### src/rtl/c3lib_bintogray.sv
// Combinational binary-to-Gray encoder.
module c3lib_bintogray #(
  parameter int WIDTH = 4
) (
  input  logic [WIDTH-1:0] data_in,
  output logic [WIDTH-1:0] data_out
);

  assign data_out = data_in ^ (data_in >> 1);

endmodule

### src/rtl/c3lib_graycnt.sv
// Binary/Gray pointer counter for clock-domain-crossing FIFOs. The Gray pointer
// is a bare flop output so it can feed a synchronizer directly.
module c3lib_graycnt #(
  parameter int WIDTH = 4
) (
  input  logic             clk,
  input  logic             rst_n,
  input  logic             inc_en,
  input  logic             clr,
  output logic [WIDTH-1:0] bin_ptr,
  output logic [WIDTH-1:0] gray_ptr,
  output logic [WIDTH-1:0] bin_nxt,
  output logic [WIDTH-1:0] gray_nxt,
  output logic             wrap_pls
);

  localparam logic [WIDTH-1:0] ONE = {{(WIDTH-1){1'b0}}, 1'b1};

  logic [WIDTH-1:0] bin_ptr_q, bin_ptr_d;
  logic [WIDTH-1:0] gray_ptr_q, gray_ptr_d;
  logic             wrap_pls_q, wrap_pls_d;

  always_comb begin
    bin_ptr_d  = bin_ptr_q;
    wrap_pls_d = 1'b0;
    if (clr) begin
      bin_ptr_d = '0;
    end else if (inc_en) begin
      bin_ptr_d  = bin_ptr_q + ONE;
      wrap_pls_d = &bin_ptr_q;
    end
  end

  // Encode the next value so the registered Gray pointer has no logic after the flop.
  c3lib_bintogray #(.WIDTH(WIDTH)) u_bintogray (
    .data_in  (bin_ptr_d),
    .data_out (gray_ptr_d)
  );

  always_ff @(posedge clk or negedge rst_n) begin
    if (!rst_n) begin
      bin_ptr_q  <= '0;
      gray_ptr_q <= '0;
      wrap_pls_q <= 1'b0;
    end else begin
      bin_ptr_q  <= bin_ptr_d;
      gray_ptr_q <= gray_ptr_d;
      wrap_pls_q <= wrap_pls_d;
    end
  end

  assign bin_ptr  = bin_ptr_q;
  assign gray_ptr = gray_ptr_q;
  assign bin_nxt  = bin_ptr_d;
  assign gray_nxt = gray_ptr_d;
  assign wrap_pls = wrap_pls_q;

`ifndef SYNTHESIS
  always @(posedge clk) begin
    a_width_legal: assert (WIDTH >= 2 && WIDTH <= 16);
    if (rst_n) begin
      a_gray_match: assert (gray_ptr_q == (bin_ptr_q ^ (bin_ptr_q >> 1)));
      if (!clr) begin
        a_one_bit_step: assert ($countones(gray_ptr_q ^ gray_ptr_d) <= 1);
      end
    end
  end
`endif

endmodule

### config.mk
export PLATFORM = sky130hd
export DESIGN_NAME = c3lib_graycnt
export DESIGN_NICKNAME = d
export VERILOG_FILES = /design/src/rtl/c3lib_bintogray.sv /design/src/rtl/c3lib_graycnt.sv
export SDC_FILE = /design/constraint.sdc
export NUM_CORES = 1
export LEC_CHECK = 0
export BUFFER_PORTS_ARGS = -buffer_cell sky130_fd_sc_hd__buf_2
export CAP_MARGIN = 5
export CORE_MARGIN = 1
export CORE_UTILIZATION = 30
export DETAILED_ROUTE_END_ITERATION = 8
export PLACE_DENSITY = 0.66
export SETUP_SLACK_MARGIN = 0.4
export SKIP_CTS_REPAIR_TIMING = 1
export SLEW_MARGIN = 10
export SYNTH_ARGS = -nofsm -noshare
export SYNTH_HDL_FRONTEND = slang
export SYNTH_SLANG_ARGS = --single-unit
### constraint.sdc
create_clock -name clk -period 1.55 [get_ports clk]
set_input_delay 0.155 -clock clk [delete_from_list [all_inputs] [get_ports clk]]
set_output_delay 0.155 -clock clk [all_outputs]
set_load 0.05 [all_outputs]
## After elaboration in Yosys (flattened, before gate mapping)

Index checks and enable logic that the tools add are counted.

- Memories: 0
- Input port bits: 4
- Bits in writable memories: 0
- Memory bits (read-only): 0
- Register bits: 9
- Word-level logic and storage cells: 10
- Output and inout port bits: 17
- Latch bits: 0

- Order comparisons: 0
- Divide/modulo/power cells: 0
- Multiply operators: 0
- Reductions and logical operators: 1
- Mux-type cells: 4
- $add $sub $neg: 1
- Bitwise logic cells: 1
- Eq/ne operators: 0
- Shift-type cells: 0

Operators with widths:

| cell | count |
|---|---|
| two-way mux 4 bit | 2 |
| adder 4 x 1 -> 4 bit, second input constant | 1 |
| AND reduction 4 bit | 1 |
| XOR 4 x 3 -> 4 bit | 1 |
| two-way mux 1 bit | 2 |

## Depth between registers and ports, before layout

Gate-level depths: netlist of run 1.

- Word-level depth: 4
- Mapped depth: 5
- Depth with buffers taken out: 5

## Cells and area by module

From an unflattened synthesis of run 1, not the netlist that was laid out.

- Cells, all modules: 29
- Area total of the unflattened synthesis: 366.6 um^2

By module, submodules not included:

| module | instances | area an instance (um^2) | cells each | sequential area each (um^2) |
|---|---|---|---|---|
| c3lib_graycnt | 1 | 332.8 | 25 | 225.2 |
| c3lib_bintogray | 1 | 33.8 | 4 | 0.0 |

## Least setup slack after synthesis of run 1

Ideal clock, no wire load.

- Kind: reg2reg
- Start: reg bin_ptr_q[0], in the netlist bin_ptr[0]
- End: reg gray_ptr_q[1], in the netlist gray_ptr[1]
- Arrival: 2,478 ps
- Path buffers: 0
- Stages on the path, launching flop included: 6
- Setup slack: -1,140 ps
- Setup time: 212 ps
- Period minus slack after synthesis: 2,690 ps
- Required time: 1,338 ps
- Cell sequence: dfrtp_1 -> ha_1 -> nand2_2 -> xor2_1 -> nor2_2 -> xor2_1

- Word-level cells in the longest chain between the ends: 4

RTL lines:

| element | line | RTL |
|---|---|---|
| start, declared | c3lib_graycnt.sv:19 | `logic [WIDTH-1:0] bin_ptr_q, bin_ptr_d;` |
| start signal, assigned | c3lib_graycnt.sv:46 | `bin_ptr_q <= bin_ptr_d;` |
| adder 4 x 1 -> 4 bit | c3lib_graycnt.sv:29 | `bin_ptr_d = bin_ptr_q + ONE;` |
| two-way mux 4 bit | c3lib_graycnt.sv:28 | `end else if (inc_en) begin` |
| two-way mux 4 bit | c3lib_graycnt.sv:26 | `if (clr) begin` |
| net bin_nxt[2] | c3lib_graycnt.sv:12 | `output logic [WIDTH-1:0] bin_nxt,` |
| XOR 4 x 3 -> 4 bit | c3lib_bintogray.sv:9 | `assign data_out = data_in ^ (data_in >> 1);` |
| net gray_nxt[1] | c3lib_graycnt.sv:13 | `output logic [WIDTH-1:0] gray_nxt,` |
| end signal, assigned | c3lib_graycnt.sv:47 | `gray_ptr_q <= gray_ptr_d;` |
| end, declared | c3lib_graycnt.sv:20 | `logic [WIDTH-1:0] gray_ptr_q, gray_ptr_d;` |

The timed path passes the listed nets, and every way through them passes these cells.

## Worst setup path in the final report of run 1

- Start: reg bin_ptr_q[0], in the netlist bin_ptr[0]
- End: out gray_nxt[2]

- Word-level cells in the longest chain between the ends: 4

RTL lines:

| element | line |
|---|---|
| adder 4 x 1 -> 4 bit | c3lib_graycnt.sv:29 |
| two-way mux 4 bit | c3lib_graycnt.sv:28 |
| two-way mux 4 bit | c3lib_graycnt.sv:26 |
| XOR 4 x 3 -> 4 bit | c3lib_bintogray.sv:9 |
| end, declared | c3lib_graycnt.sv:13 |

No other way between the ends.

==> flow_summary.json, run 1 <==
{
  "status": "finished with violations",
  "violations": "setup timing",
  "timing.final.crit_share_pct": 123.0,
  "routed-via-count": 352,
  "layout.cell_area.non_filler_sq_um": 874.6,
  "port_buffers": 20,
  "final_common_cell": "sky130_fd_sc_hd__buf_6",
  "largest_net_degree_at_the_start_of_global_routing": 9,
  "routed_wirelength_normalized_by_instance_count_um": 13.18,
  "netlist.top_cell.by_area": "sky130_fd_sc_hd__dfrtp_1",
  "syn-mean-instance-area_sq_um": 11.52,
  "final_cell_mix": "sky130_fd_sc_hd__buf_6 (9), sky130_fd_sc_hd__buf_2 (8), sky130_fd_sc_hd__buf_4 (6)",
  "cp_top_family": "multiplexers",
  "via_per_inst": 4.400,
  "cts.root.buffer_cell": "sky130_fd_sc_hd__clkbuf_4",
  "clock_skew_ns": 0.008052,
  "cts.clk_slew.worst_paths_ns": 0.06,
  "drt-total-wl_um": 1054,
  "dp.cells": 71,
  "count_of_final_max_slew_check_failures": 0,
  "ys_seq_area_share_pct": 51.12,
  "hpwl_um": 655.2,
  "grt_antenna_before_repair": 0,
  "grt_first_pass_wirelength_um": 1428,
  "power_density_nw_per_um2": 797.1,
  "fill_cells": 78,
  "cts_tree": "built",
  "worst_pin_slew_ns": 0.3080,
  "core.rowCount": 12,
  "flip_flop_and_latch_count_after_synthesis": 8,
  "die_w_um": 38.13,
  "initial_utilization_pct": 33.87,
  "clockBufferDepth": 2,
  "nNetsFinal": 72,
  "syn_to_final_growth_pct": 123.3,
  "yosysUniqueCellTypes": 19,
  "hold_violations": 0,
  "worst_path_max_delay_cell": "sky130_fd_sc_hd__dfrtp_2",
  "rsz_0062_raised_after_global_routing": "yes",
  "gr-usage-all-layers_pct": 15.59,
  "weighted_congestion_reported_at_the_end_of_routability_driven_placement": 0.6736,
  "drv_cap": 0,
  "critical_path_start_type": "flip-flop",
  "cp_max_fo": 3,
  "crit_type": "flip-flop to output pin",
  "synthesized_instance_count": 34,
  "drt_iter0_markers": 1,
  "number_of_global_route_vias_before_repair": 332,
  "irDropWorstVdd_mv": 0.5988,
  "final_antenna_net_count": 0,
  "final_critical_path_setup_slack_ns": -0.3572,
  "worst_setup_path_end_kind": "output pin",
  "post-synth-top-area-fraction_pct": 51.12,
  "firstDrtPassIters": 2,
  "count_of_non_filler_cells_in_the_finished_layout": 80,
  "cp.buffers_inverters": 1,
  "clock_tree.htree_level_count": 1,
  "synth_warnings": 0,
  "finalSetupViolCount": 8,
  "final_hold_slack_ns": 0.2407,
  "worstHoldPathType": "primary input to flip-flop",
  "critical_path_arrival_ns": 1.75,
  "overflow": 0,
  "power.total_uw": 697.1,
  "detail_route.drc_violations": 0,
  "die-height_um": 38.13,
  "top_post_synthesis_cells_by_area": "sky130_fd_sc_hd__dfrtp_1 (51%), sky130_fd_sc_hd__xor2_1 (8.9%), sky130_fd_sc_hd__mux2i_1 (7.7%)",
  "min_period_ns": 1.907,
  "synth_nets": 39,
  "synth_area_sq_um": 391.6,
  "clock.fmax_mhz": 524.3,
  "setup_tns_ns": -1.455,
  "slew_headroom_pct": 79.42,
  "core-area_sq_um": 1156,
  "crit_path_max_incr_delay_ns": 0.43,
  "antenna_cells": 0,
  "static_power_due_to_leakage_uw": 0.0003862,
  "die-area_sq_um": 1454,
  "tritoncts_num_sinks": 8,
  "worst_skew_pair.late_latency_ns": 0.26,
  "critPathRequiredTime_ns": 1.39,
  "cp_cell_sequence": "and2_4, mux2i_1, a2bb2oi_2, mux2i_4, buf_6",
  "cts-buffers-inserted": 3,
  "top_level_i_o_count": 21,
  "placement.cell_area_sq_um": 641.9,
  "drive_above_1_share_pct": 83.33
}
==> Yosys cell counts <==
master,count
sky130_fd_sc_hd__a2bb2oi_1,1
sky130_fd_sc_hd__and2_4,1
sky130_fd_sc_hd__buf_4,2
sky130_fd_sc_hd__buf_6,1
sky130_fd_sc_hd__dfrtp_1,8
sky130_fd_sc_hd__ha_1,1
sky130_fd_sc_hd__inv_1,1
sky130_fd_sc_hd__mux2i_1,3
sky130_fd_sc_hd__nand2_1,1
sky130_fd_sc_hd__nand2_2,1
sky130_fd_sc_hd__nand2b_1,1
sky130_fd_sc_hd__nand3_1,1
sky130_fd_sc_hd__nor2_1,2
sky130_fd_sc_hd__nor2_2,2
sky130_fd_sc_hd__nor3_1,1
sky130_fd_sc_hd__o21ai_0,1
sky130_fd_sc_hd__or2_2,1
sky130_fd_sc_hd__xnor2_1,1
sky130_fd_sc_hd__xor2_1,4
==> power breakdown <==
part	leakage, uW	switching [uW]	total, uW	internal [uW]
logic	0.000269	175	292	117
clock network	0.0000150	74.3	173	98.7
registers	0.000102	9.12	232	223
==> area by class of cell <==
cell class / instances / area [sq um] / share of cell area [%]
multi-input cells: 22 / 335.3 / 38.34
repair buffers: 31 / 286.5 / 32.76
flip-flops and latches: 8 / 205.2 / 23.46
clock buffers: 4 / 26.28 / 3.004
well taps: 14 / 17.52 / 2.003
inverters: 1 / 3.754 / 0.4292
==> logic make-up (layout without fill, tap and decap cells) <==
logic type                 count (synthesis)  count (layout)  share of synthesized area, %
and+or+nand+nor                           11              11                         15.66
DFF                                        8               8                         51.12
xor gates and xnor gates                   5               5                         11.18
buffers and inverters                      4              36                         7.665
muxes                                      3               3                         7.668
AOI/OAI and AO/OA                          2               2                         3.514
adders and majority gates                  1               1                         3.194
==> path summary, 6_finish.rpt <==
path,start,to,slack (ns),cells past startpoint
setup / recovery,bin_ptr[0],gray_nxt[2],-0.36,5
hold / removal,clr,bin_ptr[0],0.24,2
setup reg to reg,bin_ptr[0],gray_ptr[2],0.15,4
hold reg to reg,bin_ptr[3],gray_ptr[2],0.69,2
max in group asynchronous,rst_n,bin_ptr[3],1.09,2
min in group asynchronous,rst_n,wrap_pls,0.26,2
==> per-stage QoR <==
stage	utilization, %	worst slack [ns]
after global routing	75.65	-0.4551
after detailed placement	55.52	-0.1002
after floorplan	-	-0.3388
after CTS	57.79	-0.4049
after global placement	55.52	-0.07450
final	75.65	-0.3572
==> sequential cells by signal (all words and copies together) (netlist names) <==
| register | cells |
|---|---|
| wrap_pls | 1 |
| bin_ptr | 4 |
| gray_ptr | 3 |
==> metal layers <==
| metal | up-vias | routed length [um] | global-route usage [%] |
|---|---|---|---|
| li1 | 170 | - | - |
| met1 | 162 | 384 | 19.03 |
| met2 | 18 | 580 | 21.61 |
| met3 | 2 | 78 | 8.721 |
| met4 | 0 | 9 | 8.036 |
| met5 | - | 0 | 0 |
Note: power is estimated with default switching activity, not from simulation.
==> inputs of run 2 (changes only) <==
--- a/config.mk
+++ b/config.mk
@@ -10,6 +10,7 @@
 export CORE_MARGIN = 1
 export CORE_UTILIZATION = 30
 export DETAILED_ROUTE_END_ITERATION = 8
+export GPL_TIMING_DRIVEN = 0
 export PLACE_DENSITY = 0.66
 export SETUP_SLACK_MARGIN = 0.4
 export SKIP_CTS_REPAIR_TIMING = 1
==> run 2 against run 1 <==
The run still ends with setup timing left. Final area fell by 4.1%. Global-route usage fell by 1.6 points. Register-to-register slack improved by 0.03 ns. Total power fell by 1.6%. Core utilization fell by 3.1 points. Clock skew barely moved. Non-clock buffer count fell by 3. Critical path depth did not move.
==> flow_summary.json, run 2 (same netlist as run 1, synthesis figures left out) <==
{
  "die_w_um": 38.13,
  "gr-usage-all-layers_pct": 14.00,
  "final_antenna_net_count": 0,
  "finalSetupViolCount": 7,
  "min_period_ns": 1.874,
  "largest_reg_flops": 4,
  "final_common_cell": "sky130_fd_sc_hd__buf_6",
  "final_critical_path_setup_slack_ns": -0.3242,
  "detailedPlace.worstSlack_ns": -0.1513,
  "overflow": 0,
  "status": "finished with violations",
  "final_cell_mix": "sky130_fd_sc_hd__buf_6 (9), sky130_fd_sc_hd__buf_2 (8)",
  "irDropWorstVdd_mv": 0.6830,
  "crit_type": "flip-flop to output pin",
  "critical_path_start_type": "flip-flop",
  "clock.fmax_mhz": 533.6,
  "worstHoldPathType": "primary input to flip-flop",
  "static_power_due_to_leakage_uw": 0.0003768,
  "placement.cell_area_sq_um": 621.8,
  "cts.root.buffer_cell": "sky130_fd_sc_hd__clkbuf_4",
  "cp_max_fo": 3,
  "worst_pin_slew_ns": 0.2816,
  "grt_antenna_before_repair": 0,
  "core.rowCount": 12,
  "worst-r2r-setup-slack_ns": 0.18,
  "cts-buffers-inserted": 3,
  "number_of_global_route_vias_before_repair": 293,
  "weighted_congestion_reported_at_the_end_of_routability_driven_placement": 0.7112,
  "power_density_nw_per_um2": 818.0,
  "drt-total-wl_um": 963,
  "routed_wirelength_normalized_by_instance_count_um": 12.51,
  "clock_tree.htree_level_count": 1,
  "violations": "setup timing",
  "initial_utilization_pct": 33.87,
  "critPathRequiredTime_ns": 1.39,
  "grt_first_pass_wirelength_um": 1311,
  "critical_path_arrival_ns": 1.72,
  "rsz_0062_raised_after_global_routing": "yes",
  "antenna_cells": 0,
  "multi_input_comb_area_sq_um": 304.0,
  "fill_cells": 86,
  "tritoncts_num_sinks": 8,
  "die-area_sq_um": 1454,
  "port_buffers": 19,
  "die-height_um": 38.13,
  "hpwl_um": 615.2,
  "slew_headroom_pct": 81.03,
  "drv_cap": 0,
  "ff_latch_area_sq_um": 205.2,
  "core-area_sq_um": 1156,
  "worst_skew_pair.late_latency_ns": 0.26,
  "worst_setup_path_end_kind": "output pin",
  "nNetsFinal": 69,
  "via_per_inst": 4.468,
  "layout.cell_area.non_filler_sq_um": 838.3,
  "detail_route.drc_violations": 0,
  "top_level_i_o_count": 21,
  "drt_iter0_markers": 0,
  "cts_tree": "built",
  "firstDrtPassIters": 1,
  "syn_to_final_growth_pct": 114.1,
  "largest_net_degree_at_the_start_of_global_routing": 9,
  "hold_violations": 0,
  "cts.clk_slew.worst_paths_ns": 0.06,
  "drive_above_1_share_pct": 82.54,
  "count_of_final_max_slew_check_failures": 0,
  "timing.final.crit_share_pct": 120.9,
  "clock_skew_ns": 0.007812,
  "routed-via-count": 344,
  "clockBufferDepth": 2
}
==> run 2: report_power, final <==
group / leakage [uW] / internal (uW) / switching (uW) / total, uW
clock: 0.0000150 / 98.7 / 74.2 / 173
combinational: 0.000260 / 111 / 168 / 279
sequential: 0.000102 / 223 / 10.4 / 234
total: 0.000377 / 433 / 253 / 686
==> run 2: final timing paths <==
kind / depth (start not counted) / end / startpoint
min in group asynchronous: 2 / bin_ptr[1] / rst_n
max reg2reg: 4 / gray_ptr[2] / bin_ptr[1]
min: 3 / wrap_pls / inc_en
min reg2reg: 2 / wrap_pls / bin_ptr[2]
max in group asynchronous: 2 / bin_ptr[3] / rst_n
max: 5 / gray_nxt[2] / bin_ptr[1]
==> run 2: metrics by stage <==
stage | util (%) | cells | total power, uW | hold WS, ns | setup TNS (ns)
after CTS | 56.06 | 71 | 625.8 | -0.2680 | -1.822
final | 72.51 | 77 | 685.7 | 0.1780 | -1.045
after global placement | 53.79 | 67 | 444.0 | 0.009732 | -0.2107
after detailed placement | 53.79 | 67 | 445.8 | 0.01442 | -0.2913
after floorplan | - | 34 | 402.6 | -0.1406 | -1.874
after global routing | 72.51 | 77 | 719.1 | 0.1885 | -1.551
==> run 2: worst max-delay path, cell delays in order, from the launching register on <==
cell                        delay [ns]
sky130_fd_sc_hd__dfrtp_2          0.43
sky130_fd_sc_hd__and2_4           0.17
sky130_fd_sc_hd__mux2i_2          0.17
sky130_fd_sc_hd__a2bb2oi_2        0.24
sky130_fd_sc_hd__mux2i_4          0.27
sky130_fd_sc_hd__buf_6            0.18
==> run 2: layout make-up <==
class	instances	area share (%)
buffer	3	4.030
clock buffer	4	3.134
inverter	1	0.4478
multi-input combinational	22	36.27
sequential	8	24.48
tap	14	2.090
timing repair buffer	25	29.55
==> run 2: layer usage <==
layer,wire [um],track usage (%),up-vias
li1,-,-,165
met5,0,0,-
met2,525,20.34,14
met3,50,3.488,2
met1,382,17.60,163
met4,6,10.71,0
